$ cat src/rtl/rpm_pkg.sv
// Shared types and defaults for the tachometer pulse generator.
// Configuration storage is sized for the widest supported build; WIDTH must not exceed RPM_WIDTH.
package rpm_pkg;

    localparam int RPM_WIDTH      = 32;
    localparam int RPM_MIN_PERIOD = 2;

    typedef enum logic {
        IDLE = 1'b0,
        RUN  = 1'b1
    } rpm_state_e;

    typedef struct packed {
        logic [RPM_WIDTH-1:0] period;
        logic [RPM_WIDTH-1:0] high;
    } rpm_cfg_t;

endpackage

$ cat src/rtl/rpm_cfg_check.sv
// Combinational legality check for an offered period/high-time pair.
// Legal when period >= MIN_PERIOD and 1 <= high < period.
module rpm_cfg_check
    import rpm_pkg::*;
#(
    parameter int WIDTH      = RPM_WIDTH,
    parameter int MIN_PERIOD = RPM_MIN_PERIOD
) (
    input  logic [WIDTH-1:0] cfg_period_i,
    input  logic [WIDTH-1:0] cfg_high_i,
    output logic             legal_o
);

    assign legal_o = (cfg_period_i >= WIDTH'(MIN_PERIOD)) &&
                     (cfg_high_i != {WIDTH{1'b0}}) &&
                     (cfg_high_i < cfg_period_i);

endmodule

$ cat src/rtl/rpm_pulse_gen.sv
// Programmable tachometer pulse generator: periodic waveform with configurable period and
// high time, reconfigured over valid/ready only on period boundaries.
module rpm_pulse_gen
    import rpm_pkg::*;
#(
    parameter int WIDTH      = RPM_WIDTH,
    parameter int MIN_PERIOD = RPM_MIN_PERIOD
) (
    input  logic             clk,
    input  logic             rst,
    input  logic             enable,
    input  logic             cfg_valid,
    input  logic [WIDTH-1:0] cfg_period,
    input  logic [WIDTH-1:0] cfg_high,
    output logic             cfg_ready,
    output logic             cfg_error,
    output logic             rpm_signal,
    output logic             period_start,
    output logic [WIDTH-1:0] pulse_count,
    output logic             busy
);

    rpm_state_e       state_q, state_d;
    logic [WIDTH-1:0] cnt_q, cnt_d;
    logic [WIDTH-1:0] act_period_q, act_period_d;
    logic [WIDTH-1:0] act_high_q, act_high_d;
    logic             has_cfg_q, has_cfg_d;
    logic             pending_q, pending_d;
    rpm_cfg_t         shadow_q, shadow_d;

    logic             cfg_ready_q, cfg_error_q, rpm_signal_q, period_start_q, busy_q;
    logic [WIDTH-1:0] pulse_count_q;

    logic             cfg_legal;
    logic             accept;
    logic             at_boundary;
    logic             start;

    rpm_cfg_check #(
        .WIDTH      (WIDTH),
        .MIN_PERIOD (MIN_PERIOD)
    ) u_cfg_check (
        .cfg_period_i (cfg_period),
        .cfg_high_i   (cfg_high),
        .legal_o      (cfg_legal)
    );

    assign accept      = cfg_valid && cfg_ready_q;
    assign at_boundary = (state_q == RUN) && (cnt_q == (act_period_q - WIDTH'(1)));

    // Config storage, period counter and state transitions.
    always_comb begin
        state_d      = state_q;
        cnt_d        = cnt_q;
        act_period_d = act_period_q;
        act_high_d   = act_high_q;
        has_cfg_d    = has_cfg_q;
        pending_d    = pending_q;
        shadow_d     = shadow_q;
        start        = 1'b0;

        // Idle or boundary acceptances take effect directly; mid-period ones wait in the shadow.
        if (accept && cfg_legal) begin
            if ((state_q == IDLE) || at_boundary) begin
                act_period_d = cfg_period;
                act_high_d   = cfg_high;
                has_cfg_d    = 1'b1;
            end else begin
                shadow_d.period = RPM_WIDTH'(cfg_period);
                shadow_d.high   = RPM_WIDTH'(cfg_high);
                pending_d       = 1'b1;
            end
        end else begin
            pending_d = pending_q;
        end

        case (state_q)
            IDLE: begin
                if (enable && has_cfg_q) begin
                    state_d = RUN;
                    cnt_d   = {WIDTH{1'b0}};
                    start   = 1'b1;
                end else begin
                    state_d = IDLE;
                end
            end
            RUN: begin
                if (at_boundary) begin
                    if (pending_q) begin
                        act_period_d = WIDTH'(shadow_q.period);
                        act_high_d   = WIDTH'(shadow_q.high);
                        pending_d    = 1'b0;
                    end else begin
                        pending_d = pending_d;
                    end
                    cnt_d = {WIDTH{1'b0}};
                    if (enable) begin
                        start = 1'b1;
                    end else begin
                        state_d = IDLE;
                    end
                end else begin
                    cnt_d = cnt_q + WIDTH'(1);
                end
            end
            default: begin
                state_d = IDLE;
                cnt_d   = {WIDTH{1'b0}};
            end
        endcase
    end

    // State, configuration and registered outputs; outputs reflect the post-edge state.
    always_ff @(posedge clk) begin
        if (rst) begin
            state_q        <= IDLE;
            cnt_q          <= {WIDTH{1'b0}};
            act_period_q   <= {WIDTH{1'b0}};
            act_high_q     <= {WIDTH{1'b0}};
            has_cfg_q      <= 1'b0;
            pending_q      <= 1'b0;
            shadow_q       <= '0;
            cfg_ready_q    <= 1'b0;
            cfg_error_q    <= 1'b0;
            rpm_signal_q   <= 1'b0;
            period_start_q <= 1'b0;
            pulse_count_q  <= {WIDTH{1'b0}};
            busy_q         <= 1'b0;
        end else begin
            state_q        <= state_d;
            cnt_q          <= cnt_d;
            act_period_q   <= act_period_d;
            act_high_q     <= act_high_d;
            has_cfg_q      <= has_cfg_d;
            pending_q      <= pending_d;
            shadow_q       <= shadow_d;
            cfg_ready_q    <= !pending_d;
            cfg_error_q    <= accept && !cfg_legal;
            rpm_signal_q   <= (state_d == RUN) && (cnt_d < act_high_d);
            period_start_q <= start;
            busy_q         <= (state_d != IDLE);
            if (start) begin
                pulse_count_q <= pulse_count_q + WIDTH'(1);
            end else begin
                pulse_count_q <= pulse_count_q;
            end
        end
    end

    assign cfg_ready    = cfg_ready_q;
    assign cfg_error    = cfg_error_q;
    assign rpm_signal   = rpm_signal_q;
    assign period_start = period_start_q;
    assign pulse_count  = pulse_count_q;
    assign busy         = busy_q;

endmodule
$ cat config.mk
export PLATFORM = sky130hd
export DESIGN_NAME = rpm_pulse_gen
export DESIGN_NICKNAME = d
export VERILOG_FILES = /design/src/rtl/rpm_pkg.sv /design/src/rtl/rpm_cfg_check.sv /design/src/rtl/rpm_pulse_gen.sv
export SDC_FILE = /design/constraint.sdc
export NUM_CORES = 1
export LEC_CHECK = 0
export ABC_AREA = 1
export ABC_CLOCK_PERIOD_IN_PS = 3460
export BUFFER_PORTS_ARGS = -buffer_cell sky130_fd_sc_hd__buf_2
export CAP_MARGIN = 20
export CORE_ASPECT_RATIO = 1.4
export CORE_MARGIN = 5
export CORE_UTILIZATION = 55
export CTS_CLUSTER_SIZE = 14
export DETAILED_ROUTE_END_ITERATION = 10
export GPL_TIMING_DRIVEN = 0
export PLACE_DENSITY = 0.86
export SYNTH_ARGS = -nofsm -noshare
export SYNTH_HDL_FRONTEND = slang
export SYNTH_SLANG_ARGS = --single-unit
export TNS_END_PERCENT = 50
$ cat constraint.sdc
create_clock -name clk -period 3.46 [get_ports clk]
set_input_delay 0.692 -clock clk [delete_from_list [all_inputs] [get_ports clk]]
set_output_delay 0.692 -clock clk [all_outputs]
set_load 0.01 [all_outputs]
## Word-level counts from Yosys, hierarchy flattened

Cells that the tools add are included.

| cells by class | value |
|---|---|
| add/subtract/negate cells | 3 |
| magnitude comparators | 3 |
| eq/ne operators | 1 |
| mux-type cells | 24 |
| bitwise operators | 2 |
| reduce and logical (&&, ||, !) cells | 14 |

Operator list:

| cell | count |
|---|---|
| $mux 32 | 12 |
| $add 32x1->32 const B | 2 |
| $lt 32x32->1 | 2 |
| $pmux 32 s2 | 1 |
| $eq 32x32->1 | 1 |
| $ge 32x2->1 const B | 1 |
| $reduce_bool 32->1 | 1 |
| $sub 32x1->32 const B | 1 |
| $mux 1 | 9 |
| $logic_and 1x1->1 | 8 |
| $pmux 1 s2 | 2 |
| $reduce_and 2->1 | 2 |
| $logic_not 1->1 | 2 |
| $not 1->1 | 2 |
| $logic_or 1x1->1 | 1 |

| word-level totals | value |
|---|---|
| register bits | 199 |
| bits of input ports | 68 |
| output and inout bits | 37 |
| logic and storage cells | 60 |

## Longest topological paths before layout

| depth | value |
|---|---|
| depth after elaboration | 11 |
| mapped depth | 29 |
| depth with buffers taken out | 28 |

## Cells and area by module

From an unflattened synthesis, not the netlist that was laid out.

| unflattened totals | value |
|---|---|
| cell total of the unflattened synthesis | 1867 |
| area total of the unflattened synthesis | 12132.9 um2 |

By module, submodules not included:

| module | instances | cells an instance | area an instance (um2) | seq. area each (um2) |
|---|---|---|---|---|
| rpm_pulse_gen | 1 | 1676 | 11091.9 | 3983.8 |
| rpm_cfg_check | 1 | 191 | 1041.0 | 0.0 |

## Least setup slack after synthesis

OpenSTA, ideal clock, no wires.

| path | value |
|---|---|
| kind | input -> register |
| start | input port cfg_period[5] |
| end | register rpm_signal_q, in the netlist rpm_signal |
| library setup time | 0.070 ns |
| arrival time | 3.584 ns |
| data required time | 3.390 ns |
| path slack | -0.194 ns |
| cell stages on the path | 24 |
| path buffers | 1 |
| cell sequence | inv_1 -> ha_1 -> a21oi_1 -> nor2_1 -> a211oi_1 -> nand2_1 -> nand2_1 -> nand2_1 -> nand3_1 -> nand3_1 -> nor2_1 -> nand2_1 -> clkbuf_1 -> nand2_1 -> nand3_1 -> o21ai_0 -> ha_1 -> a21oi_1 -> nor2_1 -> a211oi_1 -> a21oi_1 -> nor3_1 -> o2111ai_1 -> a21oi_1 |

| on the way | value |
|---|---|
| word-level cells in the longest chain between the ends | 10 |
| elaborated cells on any way between the ends | 11 |
| classes of those cells | order compare (3); mux (4); reduce/logical (4) |

RTL lines:

| what | line | source |
|---|---|---|
| start, declared | rpm_pulse_gen.sv:13 | `input logic [WIDTH-1:0] cfg_period,` |
| $ge 32x2->1 | rpm_cfg_check.sv:14 | `assign legal_o = (cfg_period_i >= WIDTH'(MIN_PERIOD)) &&` |
| $logic_and 1x1->1 | rpm_cfg_check.sv:14 |  |
| $logic_and 1x1->1 (*) | rpm_cfg_check.sv:15 | `(cfg_high_i != {WIDTH{1'b0}}) &&` |
| $logic_and 1x1->1 (*) | rpm_pulse_gen.sv:63 | `if (accept && cfg_legal) begin` |
| $mux 32 (*) | rpm_pulse_gen.sv:63 |  |
| $mux 32 | rpm_pulse_gen.sv:89 | `if (pending_q) begin` |
| $mux 32 | rpm_pulse_gen.sv:88 | `if (at_boundary) begin` |
| $mux 32 (*) | rpm_pulse_gen.sv:77 | `case (state_q)` |
| $lt 32x32->1 (*) | rpm_pulse_gen.sv:139 | `rpm_signal_q <= (state_d == RUN) && (cnt_d < act_high_d);` |
| $logic_and 1x1->1 (*) | rpm_pulse_gen.sv:139 |  |
| end signal, assigned | rpm_pulse_gen.sv:139 |  |
| end, declared | rpm_pulse_gen.sv:31 | `logic cfg_ready_q, cfg_error_q, rpm_signal_q, period_start_q, busy_q;` |

Every way passes the cells marked *; elsewhere a longest branch is shown, timed or not.
A chain may end at the register's enable or synchronous reset.

## Worst setup path in the final report

| path | value |
|---|---|
| start | register act_period_q[0] |
| end | register rpm_signal_q, in the netlist rpm_signal |

| on the way | value |
|---|---|
| word-level cells in the longest chain between the ends | 11 |
| elaborated cells on any way between the ends | 15 |
| classes of those cells | add/sub (1); order compare (1); eq/ne (1); mux (9); reduce/logical (3) |

RTL lines:

| what | line | source |
|---|---|---|
| start, declared | rpm_pulse_gen.sv:25 | `logic [WIDTH-1:0] act_period_q, act_period_d;` |
| start signal, assigned | rpm_pulse_gen.sv:118 | `act_period_q <= {WIDTH{1'b0}};` |
| start signal, assigned | rpm_pulse_gen.sv:132 | `act_period_q <= act_period_d;` |
| $sub 32x1->32 (*) | rpm_pulse_gen.sv:49 | `assign at_boundary = (state_q == RUN) && (cnt_q == (act_period_q - WIDTH'(1)));` |
| $eq 32x32->1 (*) | rpm_pulse_gen.sv:49 |  |
| $logic_and 1x1->1 (*) | rpm_pulse_gen.sv:49 |  |
| $logic_or 1x1->1 | rpm_pulse_gen.sv:64 | `if ((state_q == IDLE) \|\| at_boundary) begin` |
| $mux 32 | rpm_pulse_gen.sv:64 |  |
| $mux 32 | rpm_pulse_gen.sv:63 |  |
| $mux 32 | rpm_pulse_gen.sv:89 |  |
| $mux 32 | rpm_pulse_gen.sv:88 |  |
| $mux 32 | rpm_pulse_gen.sv:77 |  |
| $lt 32x32->1 | rpm_pulse_gen.sv:139 |  |
| $logic_and 1x1->1 (*) | rpm_pulse_gen.sv:139 |  |

Marked as above.

==> impl_metrics.ini <==
[timing]
rsz0062_at_grt = yes
setup_viol = 1
fin_skew_ps = 14.0
drv_slew = 0
fin_crit_sh_pct = 116
layout_min_cycle_time_ps = 4020
slew_headroom_pct = 48.1
fin_ws_ps = -560
worst_slew_pin_slew_ps = 778
hold_viol_final = 0
timing.fmax_ghz = 0.249

[global_routing]
gr-total-overflow = 0
grt_max_degree = 19
grt_antenna_before_repair = 0
grt_first_pass_wirelength_mm = 66.3
grt_use_met1_pct = 37.2
grt_use_total_pct = 33.9
grt_util_met3_pct = 5.57
grt_pass1_vias = 13000
grt.busiest_layer = met2
grtUsageMet2_pct = 58.7

[synth]
ys_seq_area_share_pct = 32.8
synth_top_family_by_area = simple AND/OR/NAND/NOR gates
netlist_top_cells_area = dfxtp_1 33%, nand2_1 12%, nor2_1 8.2%
synthTopCellsByCount = 376 x nand2_1, 266 x nor2_1, 199 x dfxtp_1
synthSimpleGateAreaFrac_pct = 34.9
syn_area_per_cell_um2 = 6.57
ys_warn_count = 0
synth_cell_types = 43
synth_xor_area_share_pct = 3.60
yosys.area.top_type_share_pct = 32.8
syn_nets = 1982
yosysMostFrequentCell = nand2_1
ys.flop_type = dfxtp_1
synth_top_area_cell = dfxtp_1
netlist_area_mm2 = 0.0122
synth_edf_count = 0
synthAdderAreaFrac_pct = 6.69
syn_inst = 1849
synth-seq-cells = 199
synth_compound_area_share_pct = 13.9
async_reset_ff_share_pct = 0
synthMuxAreaShare_pct = 0

[setup_path]
cp_slowest_cell = dfxtp_4
cp_cell_sequence = inv_4, ha_4, nand3_2, nor2_4, nand2_1, o21ai_1, nand2_1, nor3_2, nand3b_1, nor2_4, nand3_4, buf_4, clkbuf_8, o21ai_2, ha_1, nand2_1, nor2_1, a211oi_2, a21oi_4, nor3_2, o2111ai_2, a21oi_1
crit_path_end_kind = flip-flop
critPathMaxStageDelay_ps = 360
reg2reg_from = act_period_q[0]$_SDFF_PP0_
critPathLaunch = act_period_q[0]$_SDFF_PP0_
crit_top_cell = nand2_1
worst-setup-path-type = flip-flop to flip-flop
arrival_ps = 4390
required_ps = 3830
startpoint_type = flip-flop
cp_max_fo = 10

[drt]
via_per_inst = 5.84
drtPass1Iterations = 6
vias = 13500
routed_wl_mm = 42.8
wl_per_cell_um = 18.5
drt_first_iter_violations = 1155
drc = 0
ant_nets = 0

[power_and_ir_drop]
p_leak_nw = 6.84
peakVddDrop_mv = 0.434
power.density_mw_per_mm2 = 389

[final_layout]
nets = 2137
finalInstanceArea_mm2 = 0.0144
fin_util_pct = 65.7
drive_above_1_share_pct = 16.5
syn2layout_area_growth_pct = 18.1
nFillCells = 1891
n_antenna_cell = 0

[run_status]
violations = setup timing
run_status = complete, but fails checks

[clocking]
insertion_delay_ps = 450
htree_num_levels = 4
cts_hold_buffers = 0
clk_pin_slew_worst_paths_ps = 70
cts_tree = done
cts_buffers = 17
clk_path_buf_depth = 2
cts.sinks = 199
cts_root_buffer = clkbuf_16

[floorplan]
dieHeight_um = 186
die_w_um = 136
dieArea_mm2 = 0.0252
row_count = 64
ios = 105
initial_core_util_pct = 55.6
core_mm2 = 0.0219

[placement]
portBuffers = 104
post_dp_cell_area_mm2 = 0.0131
gp_congestion = 0.986
hpwl_mm = 32.1

[run]
cap_viol_max_count = 0

[min_path]
hold_path_class = flip-flop to flip-flop
min-delay-start = shadow_q[33]$_SDFFE_PP0P_
[stage by stage]
stage / setup slack [ps] / hold slack, ps / total power [W] / cells / setup TNS, ps
after floorplan: 8.17 / 430 / 0.00315 / 1849 / 0
after global placement: -1140 / 439 / 0.00344 / 2250 / -4560
after detailed placement: -1170 / 447 / 0.00347 / 2250 / -5230
after CTS: -463 / 458 / 0.00551 / 2305 / -463
after global routing: -702 / 487 / 0.00579 / 2313 / -920
final: -560 / 460 / 0.00559 / 2313 / -560
[kinds of logic after synthesis]
family,after synthesis
simple gates,948
compound gates,326
buf+inv,261
flops,199
fa+ha+maj,65
xor+xnor,50
[critical path: cells and delay by family, from the launching register on]
family	cells	cell delay (ps)
AO/OA/AOI/OAI	6	970
flip-flops	1	360
AND/OR/NAND/NOR	11	1750
buffers and inverters	3	420
adder cells (fa/ha/maj)	2	420
[registers in the layout, indices dropped and copies added, names as in the netlist, 32 cells and up]
signal and cells:
pulse_count 32, shadow_q 64, act_period_q 32, act_high_q 32, cnt_q 32
[layer usage]
metal / vias to the layer above / wire length, um / part of all wire, %
li1: 6398 / - / -
met1: 6206 / 15300 / 36
met2: 724 / 20500 / 48
met3: 177 / 3460 / 8.1
met4: 0 / 3490 / 8.2
met5: - / 0 / 0
[cells in the final DEF (no fill, tap or decap), drive strengths merged, types with 27 or more instances in the layout]
| master | synthesis | final |
|---|---|---|
| inv | 182 | 185 |
| nand4 | 42 | 42 |
| clkbuf | 63 | 82 |
| nand3 | 142 | 143 |
| nor3 | 37 | 37 |
| ha | 65 | 65 |
| dfxtp | 199 | 199 |
| nand2 | 385 | 385 |
| nor2 | 286 | 286 |
| a21oi | 121 | 121 |
| buf | 16 | 150 |
| o21ai | 182 | 182 |
| xor2 | 27 | 27 |
[where the power goes]
| group | internal, W | switching (W) |
|---|---|---|
| Combinational | 0.000412 | 0.000779 |
| Clock | 0.00103 | 0.000972 |
| Sequential | 0.00234 | 0.0000501 |
[area by class of cell]
type	instances	area, um2	share of cell area (%)
Inverter	182	689	4.80
Clock buffer	18	439	3.06
Sequential cell	199	4000	27.9
Tap cell	297	372	2.59
Buffer	79	449	3.13
Timing Repair Buffer	135	767	5.34
Multi-Input combinational cell	1390	7500	52.2
Clock inverter	13	141	0.984
[worst paths after layout]
path	cells past startpoint	slack, ps	endpoint
hold / removal	2	460	shadow_q[33]$_SDFFE_PP0P_
setup reg to reg	22	-560	rpm_signal$_SDFF_PP0_
hold reg to reg	2	460	shadow_q[33]$_SDFFE_PP0P_
setup / recovery	22	-560	rpm_signal$_SDFF_PP0_
[repair_timing]
item,in CTS,in global routing
setup endpoints to repair,78,87
resized for setup,107,50
pin swaps,24,14
buffers inserted,22,8
cloned,2,0
(Power assumes the default switching activity.)
